`src/rtl/wshb_frame_reader.sv`:
```
// Wishbone classic read master that fetches one video frame from the SDRAM
// framebuffer into a small first-word-fall-through FIFO for the video path.
// One transfer is outstanding at a time. A request is issued only while the
// FIFO has room, so the FIFO cannot overflow.
module wshb_frame_reader #(
    parameter int unsigned HDISP      = 800,
    parameter int unsigned VDISP      = 480,
    parameter logic [31:0] BASE_ADDR  = 32'h0000_0000,
    parameter int unsigned FIFO_DEPTH = 16
) (
    input  logic        sys_clk,
    input  logic        sys_rst_n,
    input  logic        frame_start,
    output logic        wb_cyc,
    output logic        wb_stb,
    output logic        wb_we,
    output logic [31:0] wb_adr,
    output logic [3:0]  wb_sel,
    output logic [2:0]  wb_cti,
    output logic [1:0]  wb_bte,
    input  logic [31:0] wb_dat_sm,
    input  logic        wb_ack,
    input  logic        wb_err,
    input  logic        wb_rty,
    input  logic        rd_en,
    output logic [23:0] rd_data,
    output logic        empty,
    output logic        frame_done,
    output logic        underflow
);

    localparam int unsigned NPIX = HDISP * VDISP;
    localparam int unsigned IDXW = (NPIX > 1) ? $clog2(NPIX) : 1;
    localparam int unsigned PTRW = $clog2(FIFO_DEPTH);
    localparam int unsigned CNTW = PTRW + 1;
    localparam logic [IDXW-1:0] LAST_IDX = IDXW'(NPIX - 1);
    localparam logic [CNTW-1:0] DEPTH_C  = CNTW'(FIFO_DEPTH);

    typedef enum logic [1:0] {
        S_IDLE,
        S_FETCH,
        S_WAIT_SPACE
    } state_t;

    state_t          state_q, state_d;
    logic [IDXW-1:0] idx_q, idx_d;
    // One-cycle request holdoff after err/rty and after an abort.
    logic            gap_q, gap_d;

    logic [PTRW-1:0] wptr_q, rptr_q;
    logic [CNTW-1:0] cnt_q;
    logic            underflow_q;
    logic [23:0]     mem_q [FIFO_DEPTH];

    logic            room;
    logic            push;
    logic            pop;
    logic            flush;

    // Bits 31:24 of the pixel word carry nothing the video path needs.
    logic            unused_dat;
    assign unused_dat = ^wb_dat_sm[31:24];

    // Read-only classic cycles, full word lanes.
    assign wb_we  = 1'b0;
    assign wb_sel = 4'hF;
    assign wb_cti = 3'b000;
    assign wb_bte = 2'b00;
    assign wb_adr = BASE_ADDR + (32'(idx_q) << 2);

    // The space check uses the registered count. A word acked this cycle is
    // already reflected in the count by the time the next request could be issued.
    assign room = (cnt_q < DEPTH_C);

    // State, pixel index and holdoff registers.
    always_ff @(posedge sys_clk or negedge sys_rst_n) begin
        if (!sys_rst_n) begin
            state_q <= S_IDLE;
            idx_q   <= '0;
            gap_q   <= 1'b0;
        end else begin
            state_q <= state_d;
            idx_q   <= idx_d;
            gap_q   <= gap_d;
        end
    end

    // Next-state logic, bus strobes, FIFO push/flush and the end-of-frame pulse.
    always_comb begin
        state_d    = state_q;
        idx_d      = idx_q;
        gap_d      = 1'b0;
        wb_cyc     = 1'b0;
        wb_stb     = 1'b0;
        push       = 1'b0;
        flush      = 1'b0;
        frame_done = 1'b0;
        case (state_q)
            S_IDLE: begin
                if (frame_start) begin
                    state_d = S_FETCH;
                    idx_d   = '0;
                end
            end
            S_FETCH: begin
                wb_cyc = !gap_q && room;
                wb_stb = !gap_q && room;
                if (frame_start) begin
                    // Abort: drop the bus, ignore any ack this cycle, restart clean.
                    flush = 1'b1;
                    idx_d = '0;
                    gap_d = 1'b1;
                end else if (wb_stb && wb_ack) begin
                    push = 1'b1;
                    if (idx_q == LAST_IDX) begin
                        frame_done = 1'b1;
                        idx_d      = '0;
                        state_d    = S_IDLE;
                    end else begin
                        idx_d = idx_q + IDXW'(1);
                    end
                end else if (wb_stb && (wb_err || wb_rty)) begin
                    gap_d = 1'b1;
                end else if (!room) begin
                    state_d = S_WAIT_SPACE;
                end
            end
            S_WAIT_SPACE: begin
                if (frame_start) begin
                    flush   = 1'b1;
                    idx_d   = '0;
                    gap_d   = 1'b1;
                    state_d = S_FETCH;
                end else if (room) begin
                    state_d = S_FETCH;
                end
            end
            default: state_d = S_IDLE;
        endcase
    end

    // Pop is blocked by a flush in the same cycle.
    assign pop     = rd_en && !empty && !flush;
    assign empty   = (cnt_q == '0);
    assign rd_data = empty ? 24'h0 : mem_q[rptr_q];
    assign underflow = underflow_q;

    // FIFO pointers, fill count and sticky underflow flag.
    always_ff @(posedge sys_clk or negedge sys_rst_n) begin
        if (!sys_rst_n) begin
            wptr_q      <= '0;
            rptr_q      <= '0;
            cnt_q       <= '0;
            underflow_q <= 1'b0;
        end else begin
            if (flush) begin
                wptr_q <= '0;
                rptr_q <= '0;
                cnt_q  <= '0;
            end else begin
                if (push) wptr_q <= wptr_q + PTRW'(1);
                if (pop)  rptr_q <= rptr_q + PTRW'(1);
                case ({push, pop})
                    2'b10:   cnt_q <= cnt_q + CNTW'(1);
                    2'b01:   cnt_q <= cnt_q - CNTW'(1);
                    default: cnt_q <= cnt_q;
                endcase
            end
            if (frame_start)
                underflow_q <= 1'b0;
            else if (rd_en && empty)
                underflow_q <= 1'b1;
        end
    end

    // FIFO storage; contents are don't-care until written, rd_data is masked when empty.
    always_ff @(posedge sys_clk) begin
        if (push) mem_q[wptr_q] <= wb_dat_sm[23:0];
    end

endmodule

```
`config.mk`:
```
export PLATFORM = sky130hd
export DESIGN_NAME = wshb_frame_reader
export DESIGN_NICKNAME = d
export VERILOG_FILES = /design/src/rtl/wshb_frame_reader.sv
export SDC_FILE = /design/constraint.sdc
export NUM_CORES = 1
export LEC_CHECK = 0
export CAP_MARGIN = 25
export CORE_MARGIN = 2
export CORE_UTILIZATION = 59
export CTS_BUF_LIST = sky130_fd_sc_hd__clkbuf_2 sky130_fd_sc_hd__clkbuf_4 sky130_fd_sc_hd__clkbuf_8
export CTS_CLUSTER_DIAMETER = 60
export DETAILED_ROUTE_END_ITERATION = 10
export DONT_BUFFER_PORTS = 1
export PLACE_DENSITY = 0.78
export SYNTH_ARGS = -nofsm -noshare
export SYNTH_HDL_FRONTEND = slang
export SYNTH_SLANG_ARGS = --single-unit
```
`constraint.sdc`:
```
create_clock -name sys_clk -period 3 [get_ports sys_clk]
set_input_delay 0.6 -clock sys_clk [delete_from_list [all_inputs] [get_ports sys_clk]]
set_output_delay 0.6 -clock sys_clk [all_outputs]
set_load 0.005 [all_outputs]
```
==> results of run 1 <==
## flip-flops by register name, summed over array words and instances (netlist names)
| register | flops |
|---|---|
| underflow | 1 |
| mem_q | 384 |
| rptr_q | 4 |
| gap_q | 1 |
| state_q | 2 |
| wptr_q | 4 |
| cnt_q | 5 |
| idx_q | 19 |
## cell type report
cell class              count  share of cell area
inverters                   9            0.001725
well taps                 384             0.02453
repair buffers             61             0.04280
multi-input cells         382              0.2263
clock inverters            30             0.01393
clock buffers              88             0.05545
flip-flops and latches    420              0.6352
## layer usage
layer	wire, um	global-route usage	vias up	share of wire
met5	0	0	-	0
met4	809	0.08613	0	0.023
met3	2417	0.04746	54	0.069
met2	17870	0.3798	347	0.51
met1	13930	0.3181	4421	0.40
li1	-	-	3646	-
## report_power, final
| group | switching [mW] | internal, mW | leakage (nW) |
|---|---|---|---|
| Sequential | 0.209 | 6.54 | 3.93 |
| Combinational | 1.77 | 2.28 | 1.84 |
| Clock | 2.18 | 2.74 | 0.715 |
## synth_stat cells (2+ instances only)
master | number | area [um2]
sky130_fd_sc_hd__dfrtp_1 | 36 | 900.9
sky130_fd_sc_hd__buf_1 | 3 | 11.26
sky130_fd_sc_hd__edfxtp_1 | 384 | 11530
sky130_fd_sc_hd__o21a_1 | 2 | 15.01
sky130_fd_sc_hd__xnor2_1 | 2 | 17.52
sky130_fd_sc_hd__and4_1 | 6 | 52.55
sky130_fd_sc_hd__nor3_2 | 2 | 20.02
sky130_fd_sc_hd__ha_1 | 12 | 150.1
sky130_fd_sc_hd__mux2i_1 | 4 | 40.04
sky130_fd_sc_hd__buf_6 | 5 | 56.30
sky130_fd_sc_hd__o31ai_1 | 4 | 30.03
sky130_fd_sc_hd__buf_2 | 15 | 75.07
sky130_fd_sc_hd__a41oi_1 | 5 | 43.79
sky130_fd_sc_hd__and2b_1 | 3 | 22.52
sky130_fd_sc_hd__buf_4 | 24 | 180.2
sky130_fd_sc_hd__mux4_2 | 120 | 2703
sky130_fd_sc_hd__a2bb2oi_1 | 2 | 17.52
sky130_fd_sc_hd__a31oi_1 | 13 | 81.33
sky130_fd_sc_hd__nor3_1 | 10 | 50.05
sky130_fd_sc_hd__nand3_1 | 12 | 60.06
sky130_fd_sc_hd__nand4_1 | 8 | 50.05
sky130_fd_sc_hd__nand2_1 | 28 | 105.1
sky130_fd_sc_hd__o21ai_0 | 11 | 55.05
sky130_fd_sc_hd__nor3b_1 | 4 | 30.03
sky130_fd_sc_hd__nand2b_1 | 3 | 18.77
sky130_fd_sc_hd__a21oi_1 | 14 | 70.07
sky130_fd_sc_hd__nor2_1 | 20 | 75.07
sky130_fd_sc_hd__nor4_1 | 3 | 18.77
sky130_fd_sc_hd__clkbuf_1 | 20 | 75.07
sky130_fd_sc_hd__and3_1 | 4 | 25.02
sky130_fd_sc_hd__and2_1 | 16 | 100.1
sky130_fd_sc_hd__xor2_1 | 4 | 35.03
sky130_fd_sc_hd__nor2b_1 | 21 | 131.4
sky130_fd_sc_hd__inv_1 | 9 | 33.78
sky130_fd_sc_hd__conb_1 | 2 | 7.510
## logic make-up after synthesis
group / count (synthesis) / share of synthesized area
buffers and inverters: 76 / 0.02520
other: 2 / 0.0004385
adder cells (fa/ha/maj): 12 / 0.008766
flip-flops: 420 / 0.7258
AND/OR/NAND/NOR: 153 / 0.05063
multiplexers: 125 / 0.1608
AO/OA/AOI/OAI: 63 / 0.02528
XOR/XNOR: 6 / 0.003068
## worst max-delay path, delay by kind of cell, from the launching register on
family	cells	cell delay [ns]
multiplexers	2	1.06
flip-flops	1	0.48
buffers and inverters	2	0.32
AND/OR/NAND/NOR	1	0.16
## per-stage QoR
stage,hold slack [ns],setup WS [ns]
floorplan,0.3044,0.1156
global placement,0.3051,0.2991
detailed placement,0.3050,0.2823
CTS,0.05777,-0.2365
global route,0.06193,-0.2711
finish,0.09041,-0.1968
## worst min path at each step
stage                                       end  slack, ns  cells past startpoint
after CTS                 underflow$_DFFE_PN0P_       0.06                      1
after detailed placement   idx_q[3]$_DFFE_PN0P_       0.31                      0
final                     underflow$_DFFE_PN0P_       0.09                      1
after floorplan            cnt_q[0]$_DFFE_PN0P_       0.30                      0
after global placement     idx_q[3]$_DFFE_PN0P_       0.31                      0
after global routing      underflow$_DFFE_PN0P_       0.06                      1
## what timing repair did
| action | in CTS | in global routing |
|---|---|---|
| pin swaps | 0 | 0 |
| hold buffers | 2 | 0 |
| buffers inserted | 6 | 2 |
| endpoints found under the setup margin | 24 | 25 |
| gates cloned | 2 | 5 |
| endpoints found under the hold margin | 36 | 0 |
| resized for setup | 6 | 24 |
==> run summary, run 1 <==
LOGIC SYNTHESIS
----------------------------------------------------------------------------------------------------
Number of synthesized register bits                                                              420
Primary flip-flop cell chosen by synthesis mapping                                      sky130_fd_sc_hd__edfxtp_1
Distinct cell type count of the synthesized netlist                                               61
Combined area of all synthesized cells                                                   0.01713 mm2
Yosys synthesis warning count                                                                      0
EDFF count, synth                                                                                384
Number of cells produced by synthesis                                                            857
Register area share after synthesis                                                           0.7258
Post-synthesis area per instance                                                           19.99 um2
Synth async-reset ratio                                                                      0.08571

LAYOUT
----------------------------------------------------------------------------------------------------
Multi-input logic area                                                                  0.004433 mm2
Footprint of the flip-flops and latches                                                  0.01244 mm2
Number of filler instances in the final layout                                                  1783
Final instance area                                                                      0.01959 mm2
Ant. Diodes                                                                                        0
Leading cell types in the layout, fill and taps excluded                                384 x sky130_fd_sc_hd__edfxtp_1, 120 x sky130_fd_sc_hd__mux4_2, 68 x sky130_fd_sc_hd__clkbuf_8
Post-layout util                                                                              0.6842
Final net count                                                                                  993
Synthesis-to-finish area growth                                                               14.35%
Cell Count, Final, Fillers Out                                                                  1374
Most common cell after layout, fill and taps aside                                      sky130_fd_sc_hd__edfxtp_1
Fraction of final layout cells sized beyond drive strength 1                                  0.3202

TIMING
----------------------------------------------------------------------------------------------------
Highest Clock Rate                                                                         312.8 MHz
Final-report hold violation count                                                                  0
Share of the cycle needed by the critical path after routing                                   1.066
Final count of negative-setup-slack endpoints                                                     24
Post-route setup TNS                                                                       -3.363 ns
Clock skew after layout                                                                   0.01694 ns
Fin crit period                                                                             3.197 ns
Slew at the pin closest to its max-slew limit                                              0.6624 ns
Setup repair after global routing missed its margin                                             true
Number of slew-limit violations in the final report                                                0
Final WS setup                                                                            -0.1968 ns
Worst-case headroom to the max-slew limit                                                     0.5575

WORST SETUP PATH
----------------------------------------------------------------------------------------------------
Flop2flop setup slack                                                                        0.33 ns
Beginning of the critical path                                                          rptr_q[0]$_DFFE_PN0P_
Crit path kind                                                                            reg -> out
Slowest stage delay, CP                                                                      0.55 ns
Worst Path Max Fanout                                                                              8
Critical Path End                                                                        rd_data[17]
Reg-to-Reg Start                                                                        state_q[0]$_DFFE_PN0P_
Master of the slowest instance on the critical path                                     sky130_fd_sc_hd__mux4_2
Sort of element at the start of the critical path                                               flop
WP data required                                                                             2.40 ns
Count of cells along the worst register-to-register path                                          10
Sequence of cells on the critical path                                                  buf_12 -> buf_16 -> mux4_2 -> mux4_2 -> nor2b_4
Kind of end point of the critical path                                                   output port
R2R Path End                                                                            cnt_q[4]$_DFFE_PN0P_
Data arrival time of the worst path                                                          2.60 ns
Most common cell on crit path                                                           sky130_fd_sc_hd__mux4_2

GRT
----------------------------------------------------------------------------------------------------
GRT Residual Overflow                                                                              0
Initial antenna violation count                                                                    0
Global router's overall resource usage                                                        0.2333
Largest net degree at the start of global routing                                                 37
Global-route wire length before repair                                                      52210 um
Vias in the first global route                                                                  8829

CLOCK NETWORK
----------------------------------------------------------------------------------------------------
H-tree depth                                                                                       3
Latest clock arrival within the worst-skew pair                                              0.59 ns
Sinks on Clock Net                                                                               420
Number of buffers between clock root and the deepest sink                                          3
Clock root buffer                                                                       sky130_fd_sc_hd__clkbuf_8
TritonCTS clock tree                                                                             yes
Number of buffers added by the clock tree synthesis step                                          68
Clock-pin slew reported for the worst setup and hold paths after clock tree synthesis        0.06 ns

DRT
----------------------------------------------------------------------------------------------------
Pre-Repair DR Iteration Count                                                                      5
Final routed wire length divided by cell count                                              25.49 um
Drc violations                                                                                     0
DR iter-0 viols                                                                                  812
Antenna-violating nets left                                                                        0
Vias                                                                                            8468
Vias per inst                                                                                  6.163
Total wire length after detailed routing                                                    35020 um

WORST HOLD PATH
----------------------------------------------------------------------------------------------------
Path class of the lowest-slack min-delay path                                              in -> reg
Hold path start                                                                          frame_start

PLACED DESIGN
----------------------------------------------------------------------------------------------------
HPWL after detailed placement                                                               19360 um
GP Congestion                                                                                 0.8053
Placed instance count                                                                           1239
Placed Instance Area                                                                     0.01782 mm2
Number of port buffers                                                                             0

FLOORPLANNING
----------------------------------------------------------------------------------------------------
Number of cell rows                                                                               62
Width of the die                                                                            174.4 um
Die Height                                                                                  174.4 um
Area of the die                                                                          0.03041 mm2
Initial cell density of the core                                                              0.5983
I/O Pins                                                                                         110
Core footprint                                                                           0.02863 mm2

POWER AND IR DROP
----------------------------------------------------------------------------------------------------
Max IR drop VDD                                                                          0.0005811 V
Total power                                                                                 15.72 mW
Power density over the cells                                                            802.6 mW/mm2
Leakage Power                                                                               6.484 nW

RUN STATUS
----------------------------------------------------------------------------------------------------
Failing checks                                                                          negative setup slack
Status                                                                                  finished, violations left

JOB
----------------------------------------------------------------------------------------------------
Number of maximum-capacitance constraint violations                                                0

Note: power is estimated with default switching activity, not from simulation.
==> inputs of run 2 (changes only) <==
--- a/config.mk
+++ b/config.mk
@@ -5,14 +5,15 @@
 export SDC_FILE = /design/constraint.sdc
 export NUM_CORES = 1
 export LEC_CHECK = 0
+export ABC_AREA = 1
 export CAP_MARGIN = 25
 export CORE_MARGIN = 2
-export CORE_UTILIZATION = 59
+export CORE_UTILIZATION = 65
 export CTS_BUF_LIST = sky130_fd_sc_hd__clkbuf_2 sky130_fd_sc_hd__clkbuf_4 sky130_fd_sc_hd__clkbuf_8
 export CTS_CLUSTER_DIAMETER = 60
 export DETAILED_ROUTE_END_ITERATION = 10
 export DONT_BUFFER_PORTS = 1
-export PLACE_DENSITY = 0.78
+export PLACE_DENSITY = 0.81
 export SYNTH_ARGS = -nofsm -noshare
 export SYNTH_HDL_FRONTEND = slang
 export SYNTH_SLANG_ARGS = --single-unit
==> constraint.sdc (replaced) <==
create_clock -name sys_clk -period 2.95 [get_ports sys_clk]
set_input_delay 0.59 -clock sys_clk [delete_from_list [all_inputs] [get_ports sys_clk]]
set_output_delay 0.59 -clock sys_clk [all_outputs]
set_load 0.005 [all_outputs]
==> run 2 against run 1 <==
The flow still finishes with violations (negative setup slack). Worst setup slack gained 0.14 ns. Via count grew 41%. Clock skew grew 0.0035 ns. First-iteration DRC count grew 90%. Count of clock-buffer cells in the layout shrank 2. Flip-flop and latch count is the same. Sequential power grew 1%. Critical path depth grew 1. Final cell count grew 36%. Die area shrank 6.8%. Routed wire length grew 25%. Register-to-register slack gained 0.29 ns.
==> run summary, run 2 <==
RUN STATUS
----------------------------------------------------------------------------------------------------
Status                                                                                  finished, violations left   unchanged
Failing checks                                                                          negative setup slack   unchanged

WORST SETUP PATH
----------------------------------------------------------------------------------------------------
Reg-to-Reg Start                                                                        state_q[0]$_DFFE_PN0P_   unchanged
Worst Path Max Fanout                                                                             11   was 8
Flop2flop setup slack                                                                        0.62 ns   was 0.33 ns
Sort of element at the start of the critical path                                               flop   unchanged
Count of cells along the worst register-to-register path                                          14   was 10
Top cell family by delay on the critical path                                           compound AO/OA/AOI/OAI gates   was multiplexers
Master of the slowest instance on the critical path                                     sky130_fd_sc_hd__dfrtp_4   was sky130_fd_sc_hd__mux4_2
WP data required                                                                             2.36 ns   was 2.40 ns
Sequence of cells on the critical path                                                  buf_6 -> bufbuf_16 -> a21oi_1 -> a221oi_2 -> nor2_1 -> a211oi_2   was buf_12 -> buf_16 -> mux4_2 -> mux4_2 -> nor2b_4
R2R Path End                                                                            cnt_q[4]$_DFFE_PN0P_   unchanged
Data arrival time of the worst path                                                          2.42 ns   was 2.60 ns
Slowest stage delay, CP                                                                      0.51 ns   was 0.55 ns
Crit path kind                                                                            reg -> out   unchanged
Crit path depth                                                                                    6   was 5
Worst path buffer plus inverter count                                                              2   unchanged
Kind of end point of the critical path                                                   output port   unchanged

CLOCK NETWORK
----------------------------------------------------------------------------------------------------
Sinks on Clock Net                                                                               420   unchanged
Number of buffers added by the clock tree synthesis step                                          66   was 68
TritonCTS clock tree                                                                             yes   unchanged
Clock root buffer                                                                       sky130_fd_sc_hd__clkbuf_8   unchanged
Number of buffers between clock root and the deepest sink                                          3   unchanged
Latest clock arrival within the worst-skew pair                                              0.58 ns   was 0.59 ns
H-tree depth                                                                                       3   unchanged
Clock-pin slew reported for the worst setup and hold paths after clock tree synthesis        0.05 ns   was 0.06 ns

WORST HOLD PATH
----------------------------------------------------------------------------------------------------
Min-Delay Endpoint                                                                      underflow$_DFFE_PN0P_   unchanged
Path class of the lowest-slack min-delay path                                              in -> reg   unchanged
Count of cells along the worst hold path                                                           1   unchanged
Hold path start                                                                          frame_start   unchanged

LAYOUT
----------------------------------------------------------------------------------------------------
Post-layout util                                                                              0.7500   was 0.6842
Synthesis-to-finish area growth                                                               14.21%   was 14.35%
Registers with the most flip-flops                                                      mem_q: 384 flops, idx_q: 19 flops, cnt_q: 5 flops   unchanged
Fraction of final layout cells sized beyond drive strength 1                                  0.1915   was 0.3202
Leading cell types in the layout, fill and taps excluded                                384 x sky130_fd_sc_hd__edfxtp_1, 273 x sky130_fd_sc_hd__nand2_1, 107 x sky130_fd_sc_hd__a21oi_1   was 384 x sky130_fd_sc_hd__edfxtp_1, 120 x sky130_fd_sc_hd__mux4_2, 68 x sky130_fd_sc_hd__clkbuf_8
Ant. Diodes                                                                                        0   unchanged
Most common cell after layout, fill and taps aside                                      sky130_fd_sc_hd__edfxtp_1   unchanged
Final net count                                                                                 1532   was 993
Register with the most flip-flops                                                              mem_q   unchanged
Largest register FFs                                                                             384   unchanged

TIMING
----------------------------------------------------------------------------------------------------
Final-report hold violation count                                                                  0   unchanged
Slew at the pin closest to its max-slew limit                                              0.5648 ns   was 0.6624 ns
Fin crit period                                                                             3.008 ns
Share of the cycle needed by the critical path after routing                                   1.020
Setup repair after global routing missed its margin                                             true   unchanged
Highest Clock Rate                                                                         332.4 MHz
Final WS setup                                                                           -0.05811 ns   was -0.1968 ns
Fin Hold WS                                                                               0.07165 ns   was 0.09041 ns
Number of slew-limit violations in the final report                                                0   unchanged
Final count of negative-setup-slack endpoints                                                      8   was 24
Clock skew after layout                                                                   0.02045 ns   was 0.01694 ns
Worst-case headroom to the max-slew limit                                                     0.6229   was 0.5575

FLOORPLANNING
----------------------------------------------------------------------------------------------------
Die Height                                                                                  168.3 um   was 174.4 um
I/O Pins                                                                                         110   unchanged
Area of the die                                                                          0.02833 mm2   was 0.03041 mm2
Number of cell rows                                                                               60   was 62
Width of the die                                                                            168.3 um   was 174.4 um
Initial cell density of the core                                                              0.6566   was 0.5983
Core footprint                                                                           0.02673 mm2   was 0.02863 mm2

POWER AND IR DROP
----------------------------------------------------------------------------------------------------
Combinational share of power                                                                   0.341   was 0.258
Total power                                                                                 17.27 mW   was 15.72 mW
Switching part of the total power                                                             0.3432   was 0.2650
Max IR drop VDD                                                                          0.0005917 V   was 0.0005811 V
Proportion of power drawn by the clock network                                                 0.264   was 0.313
Leakage Power                                                                               7.154 nW   was 6.484 nW
Part of the total power dissipated in sequential elements                                      0.395   was 0.429
Power density over the cells                                                            861.5 mW/mm2   was 802.6 mW/mm2
Switching pwr                                                                               5.926 mW   was 4.165 mW
Internal power of the cells                                                                 11.34 mW   was 11.55 mW

PLACED DESIGN
----------------------------------------------------------------------------------------------------
GP Congestion                                                                                 0.8178   was 0.8053
DP Worst Slack                                                                             0.1987 ns   was 0.2823 ns
Number of port buffers                                                                             0   unchanged
HPWL after detailed placement                                                               24130 um   was 19360 um

LOGIC SYNTHESIS
----------------------------------------------------------------------------------------------------
Primary flip-flop cell chosen by synthesis mapping                                      sky130_fd_sc_hd__edfxtp_1   unchanged
Number of synthesized register bits                                                              420   unchanged
Post-synthesis mux area share                                                                      0   was 0.1608
Post-synthesis area per instance                                                           12.63 um2   was 19.99 um2
Cell type with the highest aggregate area in the netlist                                sky130_fd_sc_hd__edfxtp_1   unchanged
Synth async-reset ratio                                                                      0.08571   unchanged
Portion of synthesized cell area occupied by the leading cell type                            0.6571   was 0.6732
Distinct cell type count of the synthesized netlist                                               45   was 61
Yosys synthesis warning count                                                                      0   unchanged
Commonest cells in the netlist                                                          384 x sky130_fd_sc_hd__edfxtp_1, 277 x sky130_fd_sc_hd__nand2_1, 117 x sky130_fd_sc_hd__nor2_1, 107 x sky130_fd_sc_hd__a21oi_1, 53 x sky130_fd_sc_hd__o21ai_0   was 384 x sky130_fd_sc_hd__edfxtp_1, 120 x sky130_fd_sc_hd__mux4_2, 36 x sky130_fd_sc_hd__dfrtp_1, 28 x sky130_fd_sc_hd__nand2_1, 24 x sky130_fd_sc_hd__buf_4
Cell with the most instances after synthesis                                            sky130_fd_sc_hd__edfxtp_1   unchanged
Main combinational cell family by area after synthesis                                  compound AO/OA/AOI/OAI gates   was multiplexers
Ranking of synthesized cells by area                                                    sky130_fd_sc_hd__edfxtp_1 66%, sky130_fd_sc_hd__nand2_1 5.9%, sky130_fd_sc_hd__dfrtp_1 5.1%   was sky130_fd_sc_hd__edfxtp_1 67%, sky130_fd_sc_hd__mux4_2 16%, sky130_fd_sc_hd__dfrtp_1 5.3%
Area fraction in compound gates after synthesis                                               0.1226   was 0.02528
Adder-cell area share of the yosys netlist                                                  0.008556   was 0.008766
Post-synthesis xor/xnor area fraction                                                       0.004492   was 0.003068
Number of cells produced by synthesis                                                           1389   was 857
Combined area of all synthesized cells                                                   0.01755 mm2   was 0.01713 mm2
EDFF count, synth                                                                                384   unchanged
Post-synthesis share of cell area spent on and, or, nand and nor gates                        0.1111   was 0.05062
Register area share after synthesis                                                           0.7084   was 0.7258

DRT
----------------------------------------------------------------------------------------------------
Final routed wire length divided by cell count                                              23.36 um   was 25.49 um
Drc violations                                                                                     0   unchanged
Vias per inst                                                                                  6.378   was 6.163
Antenna-violating nets left                                                                        0   unchanged
Total wire length after detailed routing                                                    43700 um   was 35020 um
DR iter-0 viols                                                                                 1544   was 812
Pre-Repair DR Iteration Count                                                                      5   unchanged
Vias                                                                                           11930   was 8468

GRT
----------------------------------------------------------------------------------------------------
Global router's overall resource usage                                                        0.3072   was 0.2333
Vias in the first global route                                                                 11520   was 8829
GRT Residual Overflow                                                                              0   unchanged
Global-route wire length before repair                                                      65100 um   was 52210 um
Initial antenna violation count                                                                    0   unchanged
Largest net degree at the start of global routing                                                 47   was 37

JOB
----------------------------------------------------------------------------------------------------
Number of maximum-capacitance constraint violations                                                0   unchanged

==> run 2: kinds of logic (layout without fill, tap and decap cells) <==
| logic type | Yosys count | in the layout |
|---|---|---|
| other cells | 2 | 23 |
| buf+inv | 146 | 266 |
| simple gates | 473 | 473 |
| fa+ha+maj | 12 | 12 |
| xor+xnor | 9 | 9 |
| compound gates | 327 | 327 |
| flops | 420 | 420 |
==> run 2: layout make-up <==
type,count,area [um2]
Sequential cell,420,12440
Fill cell,1554,6683
Multi-Input combinational cell,844,4616
Timing Repair Buffer,101,1144
Clock buffer,86,1059
Tap cell,341,426.7
Inverter,47,197.7
Clock inverter,31,155.1
Timing Repair inverter,1,8.758
==> run 2: power groups by stage <==
| stage | Sequential (mW) | Combinational (mW) | Clock (mW) |
|---|---|---|---|
| after floorplan | 6.88 | 3.37 | 0 |
| after global placement | 6.91 | 4.58 | 0 |
| after detailed placement | 6.92 | 4.74 | 0 |
| after CTS | 6.82 | 5.49 | 4.58 |
| after global routing | 6.84 | 6.31 | 4.83 |
| final | 6.82 | 5.89 | 4.55 |
==> run 2: what timing repair did <==
action                                  CTS  global route
endpoints found under the hold margin    36             0
gates resized for setup                  40            29
hold buffers                              2             0
cloned                                    8             2
endpoints found under the setup margin   23            24
buffers inserted                          7             3
pin swaps                                 6            10
==> run 2: through the flow <==
stage	std cells	setup TNS, ns	cell area, um2
floorplan	1410	0	17630
global placement	1732	0	18170
detailed placement	1732	0	18170
CTS	1866	-0.2725	19840
global route	1871	-1.322	20040
finish	1871	-0.1989	20040
==> run 2: metal layers <==
metal | track usage | vias up | share of wire
met2 | 0.4917 | 823 | 0.48
met1 | 0.4017 | 5755 | 0.37
met3 | 0.07334 | 146 | 0.11
met5 | 0 | - | 0
met4 | 0.1473 | 0 | 0.042
li1 | - | 5210 | -
==> run 2: worst max path at each step <==
stage / startpoint / end / slack, ns
2_1_floorplan: frame_start / mem_q[15][0]$_DFFE_PP_ / 0.41
3_3_place_gp: rptr_q[0]$_DFFE_PN0P_ / rd_data[2] / 0.26
3_5_place_dp: rptr_q[0]$_DFFE_PN0P_ / rd_data[2] / 0.20
4_1_cts: rptr_q[0]$_DFFE_PN0P_ / rd_data[5] / -0.04
5_1_grt: rptr_q[0]$_DFFE_PN0P_ / rd_data[23] / -0.14
6_report: rptr_q[0]$_DFFE_PN0P_ / rd_data[4] / -0.06
==> inputs of run 3 (changes only) <==
--- a/config.mk
+++ b/config.mk
@@ -8,12 +8,11 @@
 export ABC_AREA = 1
 export CAP_MARGIN = 25
 export CORE_MARGIN = 2
-export CORE_UTILIZATION = 65
-export CTS_BUF_LIST = sky130_fd_sc_hd__clkbuf_2 sky130_fd_sc_hd__clkbuf_4 sky130_fd_sc_hd__clkbuf_8
+export CORE_UTILIZATION = 63
 export CTS_CLUSTER_DIAMETER = 60
 export DETAILED_ROUTE_END_ITERATION = 10
 export DONT_BUFFER_PORTS = 1
-export PLACE_DENSITY = 0.81
+export PLACE_DENSITY = 0.79
 export SYNTH_ARGS = -nofsm -noshare
 export SYNTH_HDL_FRONTEND = slang
 export SYNTH_SLANG_ARGS = --single-unit
==> run 3 against run 2 <==
The flow still finishes with violations (negative setup slack). Via count is 0.30% higher. Critical path type unchanged. Largest power group unchanged. Hold slack better by 0.036 ns. Count of clock-buffer cells in the layout is 31 lower. Cell area is 2.7% higher. Utilization is 0.49 points lower. Largest cell class unchanged. Critical endpoint is now rd_data[1].
==> run summary, run 3 (same netlist as run 2, synthesis figures left out) <==
TIMING
----------------------------------------------------------------------------------------------------
Clock skew after layout                                                                   0.01485 ns   was 0.02045 ns
Worst-case headroom to the max-slew limit                                                     0.6238   was 0.6229
Slew at the pin closest to its max-slew limit                                              0.5629 ns   was 0.5648 ns
Final WS setup                                                                            -0.1597 ns   was -0.05811 ns
Final count of negative-setup-slack endpoints                                                     14   was 8
Highest Clock Rate                                                                         321.6 MHz   was 332.4 MHz
Fin crit period                                                                             3.110 ns   was 3.008 ns
Number of slew-limit violations in the final report                                                0   unchanged
Post-route setup TNS                                                                      -0.8756 ns   was -0.1989 ns
Share of the cycle needed by the critical path after routing                                   1.054   was 1.020
Final-report hold violation count                                                                  0   unchanged
Fin Hold WS                                                                                0.1074 ns   was 0.07165 ns
Setup repair after global routing missed its margin                                             true   unchanged

GRT
----------------------------------------------------------------------------------------------------
Initial antenna violation count                                                                    0   unchanged
GRT Residual Overflow                                                                              0   unchanged
Vias in the first global route                                                                 11150   was 11520
Met1 global-route usage                                                                       0.3688   was 0.4017
Global router's overall resource usage                                                        0.2853   was 0.3072
Met2 global-route usage                                                                       0.4783   was 0.4917
Grt met3 use                                                                                 0.05344   was 0.07334
Global-route wire length before repair                                                      62240 um   was 65100 um
Most congested layer reported by global routing                                                 met2   unchanged
Largest net degree at the start of global routing                                                 68   was 47

RUN STATUS
----------------------------------------------------------------------------------------------------
Failing checks                                                                          negative setup slack   unchanged
Status                                                                                  finished, violations left   unchanged

CLOCK NETWORK
----------------------------------------------------------------------------------------------------
TritonCTS clock tree                                                                             yes   unchanged
Number of buffers between clock root and the deepest sink                                          3   unchanged
Clock root buffer                                                                       sky130_fd_sc_hd__clkbuf_16   was sky130_fd_sc_hd__clkbuf_8
Clock-pin slew reported for the worst setup and hold paths after clock tree synthesis        0.06 ns   was 0.05 ns
Number of buffers added by the clock tree synthesis step                                          41   was 66
Sinks on Clock Net                                                                               420   unchanged
H-tree depth                                                                                       2   was 3
Latest clock arrival within the worst-skew pair                                              0.55 ns   was 0.58 ns

LAYOUT
----------------------------------------------------------------------------------------------------
Number of filler instances in the final layout                                                  1558   was 1554
Final net count                                                                                 1507   was 1532
Multi-input logic area                                                                  0.004757 mm2   was 0.004616 mm2
Largest register FFs                                                                             384   unchanged
Footprint of the flip-flops and latches                                                  0.01244 mm2   unchanged
Synthesis-to-finish area growth                                                               17.30%   was 14.21%
Fraction of final layout cells sized beyond drive strength 1                                  0.1825   was 0.1915
Registers with the most flip-flops                                                      mem_q: 384 flops, idx_q: 19 flops, cnt_q: 5 flops   unchanged
Leading cell types in the layout, fill and taps excluded                                384 x sky130_fd_sc_hd__edfxtp_1, 270 x sky130_fd_sc_hd__nand2_1, 104 x sky130_fd_sc_hd__a21oi_1   was 384 x sky130_fd_sc_hd__edfxtp_1, 273 x sky130_fd_sc_hd__nand2_1, 107 x sky130_fd_sc_hd__a21oi_1
Most common cell after layout, fill and taps aside                                      sky130_fd_sc_hd__edfxtp_1   unchanged
Ant. Diodes                                                                                        0   unchanged
Register with the most flip-flops                                                              mem_q   unchanged

WORST SETUP PATH
----------------------------------------------------------------------------------------------------
Data arrival time of the worst path                                                          2.52 ns   was 2.42 ns
Sort of element at the start of the critical path                                               flop   unchanged
Most common cell on crit path                                                           sky130_fd_sc_hd__buf_12
Master of the slowest instance on the critical path                                     sky130_fd_sc_hd__dfrtp_4   unchanged
Worst path buffer plus inverter count                                                              5   was 2
Crit path kind                                                                            reg -> out   unchanged
WP data required                                                                             2.36 ns   about the same
Top cell family by delay on the critical path                                           buffers and inverters   was compound AO/OA/AOI/OAI gates
Worst Path Max Fanout                                                                              8   was 11
Slowest stage delay, CP                                                                      0.57 ns   was 0.51 ns
Kind of end point of the critical path                                                   output port   unchanged
Sequence of cells on the critical path                                                  inv_12 -> buf_12 -> buf_16 -> buf_12 -> o21ai_2 -> o22ai_1 -> nand2_1 -> a211oi_2 -> buf_4   was buf_6 -> bufbuf_16 -> a21oi_1 -> a221oi_2 -> nor2_1 -> a211oi_2

DRT
----------------------------------------------------------------------------------------------------
Final routed wire length divided by cell count                                              25.07 um   was 23.36 um
Antenna-violating nets left                                                                        0   unchanged
Vias per inst                                                                                  6.425   was 6.378
Vias                                                                                           11970   was 11930
Pre-Repair DR Iteration Count                                                                      5   unchanged
Total wire length after detailed routing                                                    46700 um   was 43700 um
DR iter-0 viols                                                                                 1589   was 1544
Drc violations                                                                                     0   unchanged

POWER AND IR DROP
----------------------------------------------------------------------------------------------------
Switching part of the total power                                                             0.3387   was 0.3432
Leakage Power                                                                               7.263 nW   was 7.154 nW
Combinational share of power                                                                   0.359   was 0.341
Part of the total power dissipated in sequential elements                                      0.367   was 0.395
Max IR drop VDD                                                                          0.0007270 V   was 0.0005917 V
Total power                                                                                 18.59 mW   was 17.27 mW
Power density over the cells                                                            903.2 mW/mm2   was 861.5 mW/mm2
Switching pwr                                                                               6.297 mW   was 5.926 mW
Internal power of the cells                                                                 12.30 mW   was 11.34 mW
Proportion of power drawn by the clock network                                                 0.274   was 0.264

FLOORPLANNING
----------------------------------------------------------------------------------------------------
Die Height                                                                                  170.9 um   was 168.3 um
I/O Pins                                                                                         110   unchanged
Width of the die                                                                            170.9 um   was 168.3 um
Number of cell rows                                                                               61   was 60
Initial cell density of the core                                                              0.6352   was 0.6566
Area of the die                                                                          0.02921 mm2   was 0.02833 mm2
Core footprint                                                                           0.02763 mm2   was 0.02673 mm2

JOB
----------------------------------------------------------------------------------------------------
Number of maximum-capacitance constraint violations                                                0   unchanged

PLACED DESIGN
----------------------------------------------------------------------------------------------------
Number of port buffers                                                                             0   unchanged
GP Congestion                                                                                 0.8423   was 0.8178
HPWL after detailed placement                                                               22330 um   was 24130 um

WORST HOLD PATH
----------------------------------------------------------------------------------------------------
Path class of the lowest-slack min-delay path                                              in -> reg   unchanged

[run 3: per-layer routing]
| layer | vias to the layer above | wire length [um] |
|---|---|---|
| met3 | 173 | 5063 |
| met5 | - | 0 |
| met1 | 5794 | 16430 |
| li1 | 5149 | - |
| met2 | 854 | 23040 |
| met4 | 0 | 2163 |
[run 3: power groups by stage]
stage / logic, mW / clock network (mW) / registers, mW
floorplan: 3.37 / 0 / 6.88
global placement: 4.54 / 0 / 6.92
detailed placement: 4.67 / 0 / 6.93
global route: 7.04 / 5.34 / 6.84
finish: 6.67 / 5.10 / 6.83
CTS: 5.23 / 5.05 / 6.82
[run 3: path summary, 6_finish.rpt]
check	from	end	slack, ns	depth (start not counted)
max in group asynchronous	sys_rst_n	rptr_q[0]$_DFFE_PN0P_	2.22	2
setup reg to reg	state_q[1]$_DFFE_PN0P_	mem_q[8][22]$_DFFE_PP_	0.39	7
setup / recovery	rptr_q[0]$_DFFE_PN0P_	rd_data[1]	-0.16	9
hold reg to reg	rptr_q[3]$_DFFE_PN0P_	rptr_q[3]$_DFFE_PN0P_	0.49	1
min in group asynchronous	sys_rst_n	idx_q[1]$_DFFE_PN0P_	0.52	2
hold / removal	frame_start	underflow$_DFFE_PN0P_	0.11	1
[run 3: final cells by class]
type | count | share of cell area
Inverter | 47 | 0.009664
Sequential cell | 420 | 0.6041
Clock buffer | 55 | 0.05391
Tap cell | 378 | 0.02297
Multi-Input combinational cell | 844 | 0.2311
Clock inverter | 17 | 0.008935
Timing Repair Buffer | 102 | 0.06929
[run 3: what timing repair did]
item / in CTS / in global routing
pin swaps: 2 / 39
endpoints found under the setup margin: 22 / 21
setup buffers: 7 / 18
endpoints found under the hold margin: 36 / 0
gates cloned: 4 / 16
hold buffers: 2 / 0
gates resized for setup: 27 / 82
[run 3: worst reg2reg max path: stages (launching register included)]
cell and delay, ns:
sky130_fd_sc_hd__dfrtp_1 0.41, sky130_fd_sc_hd__inv_1 0.10, sky130_fd_sc_hd__ha_1 0.22, sky130_fd_sc_hd__nand4_2 0.22
sky130_fd_sc_hd__inv_1 0.23, sky130_fd_sc_hd__nand2_1 0.23, sky130_fd_sc_hd__nor2_4 0.51, sky130_fd_sc_hd__buf_4 0.34
[run 3: through the flow]
stage / cells / cell area, um2 / setup slack (ns) / utilization
after floorplan: 1410 / 17630 / 0.4088 / -
after global placement: 1745 / 18150 / 0.3459 / 0.6571
after detailed placement: 1745 / 18150 / 0.2741 / 0.6571
after CTS: 1830 / 19790 / -0.04579 / 0.7162
after global routing: 1863 / 20590 / -0.1939 / 0.7451
final: 1863 / 20590 / -0.1597 / 0.7451
